===== config.mk =====
export PLATFORM = sky130hd
export DESIGN_NAME = fetch_prefetch_buffer
export DESIGN_NICKNAME = d
export VERILOG_FILES = /design/src/rtl/fetch_prefetch_buffer.sv
export SDC_FILE = /design/constraint.sdc
export NUM_CORES = 1
export LEC_CHECK = 0
export ABC_CLOCK_PERIOD_IN_PS = 3000
export CAP_MARGIN = 25
export CORE_MARGIN = 10
export CORE_UTILIZATION = 49
export DETAILED_ROUTE_END_ITERATION = 6
export HOLD_SLACK_MARGIN = 0.15
export PLACE_DENSITY = 0.76
export SYNTH_ARGS = -nofsm -noshare
export SYNTH_HDL_FRONTEND = slang
export SYNTH_SLANG_ARGS = --single-unit

===== constraint.sdc =====
create_clock -name i_CLK -period 3 [get_ports i_CLK]
set_input_delay 0.9 -clock i_CLK [delete_from_list [all_inputs] [get_ports i_CLK]]
set_output_delay 0.9 -clock i_CLK [all_outputs]
set_load 0.005 [all_outputs]

===== src/rtl/fetch_prefetch_buffer.sv =====
// fetch_prefetch_buffer: in-order instruction prefetch FIFO with redirect flush
module fetch_prefetch_buffer #(
  parameter int DEPTH = 4,
  parameter logic [31:0] RESET_PC = 32'h00000000,
  parameter logic [31:0] NOOP = 32'h00000013,
  localparam int AW = $clog2(DEPTH),
  localparam int CW = $clog2(DEPTH + 1)
) (
  input  logic          i_CLK,
  input  logic          i_RST,
  input  logic          i_EN,
  input  logic          i_REDIRECT,
  input  logic [31:0]   i_REDIRECT_PC,
  output logic          o_INSTRUCTION_REQ,
  output logic [31:0]   o_INSTRUCTION_ADDR,
  input  logic          i_INSTRUCTION_GNT,
  input  logic [31:0]   i_INSTRUCTION,
  input  logic          i_INSTRUCTION_FETCH_NEXT,
  output logic [31:0]   o_INSTRUCTION,
  output logic [31:0]   o_INSTRUCTION_PC,
  output logic          o_INSTRUCTION_VALID,
  output logic [CW-1:0] o_COUNT
);
  logic [31:0] pc_mem [DEPTH];
  logic [31:0] ins_mem [DEPTH];
  logic [AW-1:0] rd_ptr, wr_ptr;
  logic [31:0] fetch_pc;
  logic push, pop;
  // Request is gated on the registered count only, so a pop never frees a slot in the same cycle
  always_comb begin
    o_INSTRUCTION_REQ = i_EN & ~i_REDIRECT & (o_COUNT != CW'(DEPTH));
    push = o_INSTRUCTION_REQ & i_INSTRUCTION_GNT;
    o_INSTRUCTION_VALID = o_COUNT != '0;
    pop = i_INSTRUCTION_FETCH_NEXT & o_INSTRUCTION_VALID & ~i_REDIRECT;
    o_INSTRUCTION = o_INSTRUCTION_VALID ? ins_mem[rd_ptr] : NOOP;
    o_INSTRUCTION_PC = o_INSTRUCTION_VALID ? pc_mem[rd_ptr] : '0;
    o_INSTRUCTION_ADDR = fetch_pc;
  end
  always_ff @(posedge i_CLK) begin
    if (i_RST) begin
      fetch_pc <= RESET_PC;
      rd_ptr <= '0;
      wr_ptr <= '0;
      o_COUNT <= '0;
    end else if (i_REDIRECT) begin
      fetch_pc <= {i_REDIRECT_PC[31:2], 2'b00};
      rd_ptr <= '0;
      wr_ptr <= '0;
      o_COUNT <= '0;
    end else begin
      if (push) begin
        fetch_pc <= fetch_pc + 32'd4;
        wr_ptr <= wr_ptr + AW'(1);
      end
      if (pop) rd_ptr <= rd_ptr + AW'(1);
      o_COUNT <= o_COUNT + CW'(push) - CW'(pop);
    end
  end
  always_ff @(posedge i_CLK) begin
    if (push) begin
      pc_mem[wr_ptr] <= fetch_pc;
      ins_mem[wr_ptr] <= i_INSTRUCTION;
    end
  end
endmodule


==> impl_metrics.env, run 1 <==
export IMPL_ys_async_sr_fraction_pct=0
export IMPL_core_area_um2=23300
export IMPL_cts_sinks=287
export IMPL_violations="negative setup slack"
export IMPL_grt_pass1_vias=7089
export IMPL_utilization_pct=64.5
export IMPL_power_density_nw_per_um2=554
export IMPL_grt_usage_pct=17.4
export IMPL_ys_seq_area_share_pct=71.3
export IMPL_cp_arrival_ps=2150
export IMPL_rows=56
export IMPL_irDropWorstVdd_uv=337
export IMPL_post_drt_wl_per_cell_um=21.5
export IMPL_dp_hpwl_um=16900
export IMPL_status="finished, violations left"
export IMPL_die_x_um=173
export IMPL_intPower_uw=6660
export IMPL_synth_area_leaders="edfxtp_1, mux4_2, dfxtp_1"
export IMPL_via_per_inst=5.39
export IMPL_h_tree_depth=1
export IMPL_dr_pass1_iters=4
export IMPL_synthDistinctLibCells=43
export IMPL_nFillCells=1685
export IMPL_pwr_share_comb_pct=5.5
export IMPL_io_buffers=164
export IMPL_cp_cell_sequence="buf_12 -> buf_12 -> buf_8 -> buf_6 -> mux4_2 -> or2_4 -> buf_6"
export IMPL_ant_nets=0
export IMPL_yosys_area_top_type_share_pct=64.6
export IMPL_hold_viol=0
export IMPL_yosysTopAreaCell="edfxtp_1"
export IMPL_p_seq_share_pct=53.5
export IMPL_rsz0062_at_grt="yes"
export IMPL_grt_overflow=0
export IMPL_switching_share_pct=20.1
export IMPL_final_nets=972
export IMPL_vias=6635
export IMPL_drtIter0Drc=561
export IMPL_diodes=0
export IMPL_p_total_uw=8330
export IMPL_wl_um=26400
export IMPL_cts_tree="done"
export IMPL_cp_max_fo=7
export IMPL_drive_gt1_share_pct=28.1
export IMPL_grt_max_degree=49
export IMPL_netSwitchingPower_uw=1670
export IMPL_startpoint_type="register"
export IMPL_clk_pin_slew_ps=60
export IMPL_clock_root_buffer="clkbuf_16"
export IMPL_initial_core_util_pct=49.4
export IMPL_syn2layout_area_growth_pct=30.4
export IMPL_finalClockSkew_ps=10.1
export IMPL_die_y_um=173
export IMPL_die_area_um2=30100
export IMPL_cap_violations=0
export IMPL_clk_path_buf_depth=3
export IMPL_power_clock_fraction_pct=41.0
export IMPL_drv_slew=0
export IMPL_synth_seq_cells=287
export IMPL_numCtsBuffers=29
export IMPL_cp_required_ps=2100
export IMPL_synth_avg_cell_area_um2=17.3
export IMPL_p_leak_uw=0.00505
export IMPL_synth_edff_count=248
export IMPL_ys_top_cells_by_count="edfxtp_1, mux4_2, nor2b_1"
export IMPL_finalCritPeriodShare_pct=102
export IMPL_layout_min_cycle_time_ps=3050
export IMPL_io_pins=171
export IMPL_place_congestion=0.858
export IMPL_netlist_area_um2=11500
export IMPL_setup_ws_ps=-55.0
export IMPL_drc=0
export IMPL_finalSetupTns_ps=-196
export IMPL_synthCells=665
export IMPL_worst_path_max_delay_cell="mux4_2"
export IMPL_synth_ff_type="edfxtp_1"
export IMPL_antenna_found_initial=0
export IMPL_min_path_type="register to register"
export IMPL_max_stage_delay_ps=470
export IMPL_clock_latency_ps=530
export IMPL_crit_type="register to output port"
export IMPL_yosysWarnings=0
export IMPL_grt_pass1_wl_um=41600
export IMPL_finalSetupViolCount=8
export IMPL_cp_end_kind="output port"
export IMPL_yosysMostFrequentCell="edfxtp_1"
export IMPL_fmax_mhz=327
[through the flow]
stage / instances / setup WS [ps] / hold WS, ps / instance area [um2]
final: 1231 / -55.0 / 515 / 15000
after global routing: 1231 / -122 / 549 / 15000
after CTS: 1236 / -131 / 519 / 15100
after detailed placement: 1156 / -77.1 / 510 / 13900
after global placement: 1156 / -82.3 / 488 / 13900
after floorplan: 668 / 410 / 469 / 11500
[flip-flops by register name, summed over array words and instances, names as in the netlist, named ones only]
signal / flops
o_INSTRUCTION_ADDR: 30
rd_ptr: 2
wr_ptr: 2
pc_mem: 120
o_COUNT: 3
ins_mem: 128
[metal layers]
metal	vias up	share of wire, %	GRT usage [%]
li1	3058	-	-
met1	3311	43	23.6
met2	239	47	28.1
met3	27	8.0	4.70
met4	0	1.1	2.84
met5	-	0	0
[cell usage in the layout, fill, tap and decap left out, drive strengths merged, types with 16 or more instances in the layout]
cell | synthesis | layout
clkdlybuf4s50 | 0 | 101
nor2b | 59 | 59
mux4 | 62 | 62
dfxtp | 39 | 39
buf | 12 | 116
nand2 | 28 | 28
edfxtp | 248 | 248
clkbuf | 27 | 39
nor2 | 31 | 31
xnor2 | 16 | 16
[cells by family (layout without fill, tap and decap cells)]
logic type      after synthesis  in the layout  synth area share [%]
flops                       287            287                  71.3
simple gates                183            183                  8.72
mux                          64             64                  12.3
buf+inv                      54            298                  2.10
compound gates               44             44                  2.77
xor+xnor                     24             24                  1.82
fa+ha+maj                     8              8                 0.933
other cells                   1              4                0.0325
[final timing paths]
check / end / from / slack, ps / cells after the start
hold / removal: wr_ptr[1] / wr_ptr[1] / 520 / 2
setup reg to reg: o_COUNT[2] / o_COUNT[1] / 560 / 10
setup / recovery: o_INSTRUCTION[4] / register / -50 / 7
hold reg to reg: wr_ptr[1] / wr_ptr[1] / 520 / 2
[layout make-up]
class,instances,area (um2),share of cell area [%]
Clock inverter,16,150,0.998
Tap cell,319,399,2.65
Inverter,15,58.8,0.391
Multi-Input combinational cell,327,3170,21.1
Clock buffer,33,741,4.92
Sequential cell,287,8240,54.8
Timing Repair Buffer,234,2290,15.2
[worst max-delay path, delay by kind of cell, from the launching register on]
kind,cells,cell delay (ps)
simple gates,1,240
flops,1,360
mux,1,470
buf+inv,5,560
[power groups by stage]
stage / Clock, uW / Sequential [uW] / Combinational [uW]
after floorplan: 0 / 4540 / 159
after global placement: 0 / 4540 / 459
after detailed placement: 0 / 4540 / 465
after CTS: 3470 / 4460 / 461
after global routing: 3660 / 4460 / 500
final: 3410 / 4460 / 461
[repair_timing]
| item | 4_1_cts | 5_1_grt |
|---|---|---|
| cloned | 5 | 0 |
| gates resized for setup | 240 | 37 |
| hold buffers | 0 | 0 |
| pin swaps | 0 | 0 |
| setup endpoints to repair | 63 | 53 |
| setup buffers | 28 | 0 |
Note: power is estimated with default switching activity, not from simulation.
==> run 2: changes to the inputs <==
- RECOVER_POWER: unset -> 25
- SKIP_LAST_GASP: unset -> 1
==> impl_metrics.env, run 2 (same netlist as run 1, synthesis figures left out) <==
export IMPL_mostFrequentLayoutCells="edfxtp_1, clkdlybuf4s50_1, mux4_2, nor2b_1, buf_2"
export IMPL_critPathTopFamily="multiplexers"
export IMPL_rows=56
export IMPL_cts_sinks=287
export IMPL_rsz0062_at_grt="yes"
export IMPL_cp_depth=6
export IMPL_clock_root_buffer="clkbuf_16"
export IMPL_fmax_mhz=330
export IMPL_grt_overflow=0
export IMPL_worst_path_max_delay_cell="mux4_2"
export IMPL_cts_hold_buf=0
export IMPL_largest_reg_flops=128
export IMPL_setup_ws_ps=-30.3
export IMPL_whs_ps=516
export IMPL_dr_pass1_iters=5
export IMPL_drv_slew=0
export IMPL_h_tree_depth=1
export IMPL_io_pins=171
export IMPL_diodes=0
export IMPL_layout_min_cycle_time_ps=3030
export IMPL_hold_viol=0
export IMPL_power_density_nw_per_um2=557
export IMPL_drive_gt1_share_pct=27.1
export IMPL_max_stage_delay_ps=470
export IMPL_cp_max_fo=8
export IMPL_drtIter0Drc=572
export IMPL_min_delay_start="wr_ptr[1]"
export IMPL_irDropWorstVdd_uv=338
export IMPL_clock_latency_ps=530
export IMPL_numCtsBuffers=29
export IMPL_crit_type="register to output port"
export IMPL_die_x_um=173
export IMPL_drc=0
export IMPL_finalClockSkew_ps=10.9
export IMPL_cp_end_kind="output port"
export IMPL_cp_arrival_ps=2130
export IMPL_reg2reg_slack_ps=540
export IMPL_final_common_cell="edfxtp_1"
export IMPL_place_congestion=0.858
export IMPL_final_nets=971
export IMPL_finalSetupViolCount=3
export IMPL_io_buffers=164
export IMPL_fin_area_um2=14900
export IMPL_cp_required_ps=2100
export IMPL_grt_max_degree=49
export IMPL_status="finished, violations left"
export IMPL_instances_no_fill=1230
export IMPL_finalCritPeriodShare_pct=101
export IMPL_wl_um=26400
export IMPL_post_drt_wl_per_cell_um=21.5
export IMPL_p_leak_uw=0.00499
export IMPL_min_path_type="register to register"
export IMPL_cap_violations=0
export IMPL_grt_pass1_vias=7087
export IMPL_syn2layout_area_growth_pct=29.5
export IMPL_vias=6633
export IMPL_place_area_um2=13900
export IMPL_initial_core_util_pct=49.4
export IMPL_cts_tree="done"
export IMPL_cpMostUsedCell="buf_6"
export IMPL_die_y_um=173
export IMPL_p_total_uw=8320
export IMPL_ff2ff_path_depth=6
export IMPL_regToRegStartpoint="o_INSTRUCTION_ADDR[9]"
export IMPL_cp_cell_sequence="buf_12 -> buf_8 -> buf_6 -> mux4_2 -> or2_4 -> buf_6"
export IMPL_die_area_um2=30100
export IMPL_finalSetupTns_ps=-39.1
export IMPL_place_inst=1156
export IMPL_antenna_found_initial=0
export IMPL_clk_path_buf_depth=3
export IMPL_endpoint="o_INSTRUCTION[4]"
export IMPL_r2r_end="o_INSTRUCTION_ADDR[30]"
export IMPL_clk_pin_slew_ps=60
export IMPL_cp_num_buf_inv=4
export IMPL_grt_usage_pct=17.4
export IMPL_grt_pass1_wl_um=41600
export IMPL_dp_hpwl_um=16900
export IMPL_violations="negative setup slack"
export IMPL_largest_register="ins_mem"
export IMPL_via_per_inst=5.39
export IMPL_core_area_um2=23300
export IMPL_startpoint_type="register"
export IMPL_ant_nets=0
-- run 2: cell type report --
| cell class | count | area [um2] |
|---|---|---|
| Clock buffer | 33 | 741 |
| Tap cell | 319 | 399 |
| Fill cell | 1707 | 8400 |
| Clock inverter | 16 | 150 |
| Timing Repair Buffer | 233 | 2190 |
| Multi-Input combinational cell | 327 | 3160 |
| Inverter | 15 | 58.8 |
| Sequential cell | 287 | 8240 |
-- run 2: how the worst min path moves through the flow --
stage	to	depth (start not counted)
6_report	wr_ptr[1]	2
5_1_grt	wr_ptr[1]	2
4_1_cts	wr_ptr[1]	2
3_5_place_dp	wr_ptr[1]	2
3_3_place_gp	wr_ptr[1]	2
2_1_floorplan	wr_ptr[1]	2
-- run 2: what timing repair did --
| action | in CTS | in global routing |
|---|---|---|
| setup buffers | 28 | 1 |
| setup endpoints to repair | 63 | 50 |
| gates resized for setup | 234 | 36 |
| cloned | 5 | 0 |
-- run 2: layer usage --
metal  wire length [um]  up-vias  GRT usage [%]
li1                   -     3057              -
met1              11400     3312           23.5
met2              12600      237           28.2
met3               2160       27           4.70
met4                301        0           2.84
met5                  0        -              0
-- run 2: through the flow --
step                utilization, %  setup WS, ps
finish                        64.0         -30.3
global route                  64.0         -91.6
CTS                           64.6          -133
detailed placement            59.6         -77.1
global placement              59.6         -82.3
floorplan                        -           410
-- run 2: report_power, final --
part | switching (uW) | internal, uW | total (uW) | leakage (uW)
logic | 204 | 245 | 449 | 0.00196
registers | 59.5 | 4400 | 4460 | 0.00259
clock network | 1410 | 2010 | 3410 | 0.000438
-- run 2: worst min-delay path: stages, from the launching register on --
cell and delay [ps]:
dfxtp_1 340, nand2_1 70, a21oi_1 60
==> run 3: changes to the inputs <==
- CORE_ASPECT_RATIO: unset -> 0.75
- TNS_END_PERCENT: unset -> 100
==> impl_metrics.env, run 3 (same netlist as run 1, synthesis figures left out) <==
export IMPL_cp_required_ps=2100
export IMPL_startpoint_type="register"
export IMPL_grt_pass1_wl_um=41500
export IMPL_status="finished, violations left"
export IMPL_io_buffers=164
export IMPL_finalSetupTns_ps=-159
export IMPL_layout_min_cycle_time_ps=3030
export IMPL_endpoint="o_INSTRUCTION_PC[3]"
export IMPL_cts_tree="done"
export IMPL_diodes=0
export IMPL_die_area_um2=30100
export IMPL_dr_pass1_iters=5
export IMPL_irDropWorstVdd_uv=401
export IMPL_power_density_nw_per_um2=556
export IMPL_violations="negative setup slack"
export IMPL_cp_max_fo=4
export IMPL_cp_arrival_ps=2130
export IMPL_drv_slew=0
export IMPL_clk_pin_slew_ps=60
export IMPL_dp_hpwl_um=17500
export IMPL_wl_um=27500
export IMPL_rsz0062_at_grt="yes"
export IMPL_io_pins=171
export IMPL_vias=6811
export IMPL_fmax_mhz=330
export IMPL_initial_core_util_pct=50.0
export IMPL_largest_register="ins_mem"
export IMPL_hold_viol=0
export IMPL_setup_ws_ps=-28.1
export IMPL_die_y_um=153
export IMPL_p_leak_uw=0.00520
export IMPL_drc=0
export IMPL_place_congestion=0.820
export IMPL_post_drt_wl_per_cell_um=22.6
export IMPL_final_common_cell="edfxtp_1"
export IMPL_finalClockSkew_ps=16.0
export IMPL_whs_ps=515
export IMPL_syn2layout_area_growth_pct=30.4
export IMPL_post_place_ws_ps=-107
export IMPL_largest_reg_flops=128
export IMPL_reg2reg_slack_ps=410
export IMPL_cap_violations=0
export IMPL_grt_overflow=0
export IMPL_h_tree_depth=1
export IMPL_min_path_type="register to register"
export IMPL_clock_latency_ps=530
export IMPL_clock_root_buffer="clkbuf_16"
export IMPL_utilization_pct=65.2
export IMPL_max_slew_worst_pin_slew_ps=547
export IMPL_grt_pass1_vias=7034
export IMPL_grt_usage_pct=17.6
export IMPL_relSlewSlack_pct=63.5
export IMPL_clk_path_buf_depth=3
export IMPL_core_area_um2=23100
export IMPL_finalSetupViolCount=16
export IMPL_antenna_found_initial=0
export IMPL_cp_end_kind="output port"
export IMPL_die_x_um=197
export IMPL_crit_type="register to output port"
export IMPL_final_nets=971
export IMPL_finalCritPeriodShare_pct=101
export IMPL_regToRegStartpoint="o_INSTRUCTION_ADDR[4]"
export IMPL_mostFrequentLayoutCells="edfxtp_1, clkdlybuf4s50_1, mux4_2, nor2b_1, dfxtp_1"
export IMPL_ff2ff_path_depth=6
export IMPL_via_per_inst=5.61
export IMPL_r2r_end="o_INSTRUCTION_ADDR[30]"
export IMPL_drtIter0Drc=391
export IMPL_rows=48
export IMPL_ant_nets=0
export IMPL_grt_max_degree=44
export IMPL_cts_sinks=287
export IMPL_drive_gt1_share_pct=22.8
export IMPL_numCtsBuffers=28
-- run 3: changes by cell type in the layout (fill, tap and decap cells not counted), moves of 3 or more --
| cell | previous run | this run |
|---|---|---|
| dlygate4sd2_1 | 1 | 24 |
| buf_12 | 16 | 13 |
| buf_8 | 1 | 4 |
| nor2b_1 | 48 | 56 |
| dlymetal6s2s_1 | 1 | 9 |
| nor2b_2 | 4 | 0 |
| nor2b_4 | 7 | 3 |
| buf_2 | 41 | 13 |
| clkinv_1 | 6 | 10 |
-- run 3: how the worst min path moves through the flow --
stage | from | to | slack (ps) | depth (start not counted)
floorplan | wr_ptr[1] | wr_ptr[1] | 470 | 2
global placement | wr_ptr[1] | wr_ptr[1] | 500 | 2
detailed placement | wr_ptr[1] | wr_ptr[1] | 500 | 2
CTS | wr_ptr[1] | wr_ptr[1] | 510 | 2
global route | wr_ptr[1] | wr_ptr[1] | 590 | 2
finish | wr_ptr[1] | wr_ptr[1] | 510 | 2
-- run 3: area by class of cell --
class | count | area [um2]
multi-input combinational | 327 | 3130
clock buffer | 32 | 737
fill | 1675 | 8020
clock inverter | 20 | 170
tap | 300 | 375
timing repair buffer | 234 | 2330
inverter | 15 | 58.8
sequential | 287 | 8240
-- run 3: critical path: stages (launching register included) --
cell,delay [ps]
dfxtp_4,390
buf_8,140
clkbuf_16,150
mux4_2,480
nor2b_1,160
dlygate4sd2_1,270
-- run 3: stage by stage --
| step | instance area, um2 | std cells | total power, uW |
|---|---|---|---|
| 2_1_floorplan | 11500 | 668 | 4690 |
| 3_3_place_gp | 13900 | 1138 | 5000 |
| 3_5_place_dp | 13900 | 1138 | 5010 |
| 4_1_cts | 14900 | 1209 | 8440 |
| 5_1_grt | 15000 | 1215 | 8630 |
| 6_report | 15000 | 1215 | 8370 |
-- run 3: per-layer routing --
metal | GRT usage, % | wire, um
met4 | 3.73 | 490
met3 | 3.97 | 2020
met2 | 27.5 | 12500
met1 | 24.8 | 12500
met5 | 0 | 0
-- run 3: timing repair --
| action | in CTS | in global routing |
|---|---|---|
| resized for setup | 130 | 49 |
| hold buffers | 0 | 0 |
| pin swaps | 1 | 0 |
| setup buffers | 18 | 7 |
| cloned | 2 | 2 |
| hold endpoints to repair | 0 | 0 |
| setup endpoints to repair | 64 | 62 |
-- run 3: power breakdown --
part | internal, uW | switching [uW] | total (uW)
Sequential | 4400 | 57.4 | 4450
Clock | 2010 | 1430 | 3440
Combinational | 256 | 216 | 472
Total | 6670 | 1700 | 8370
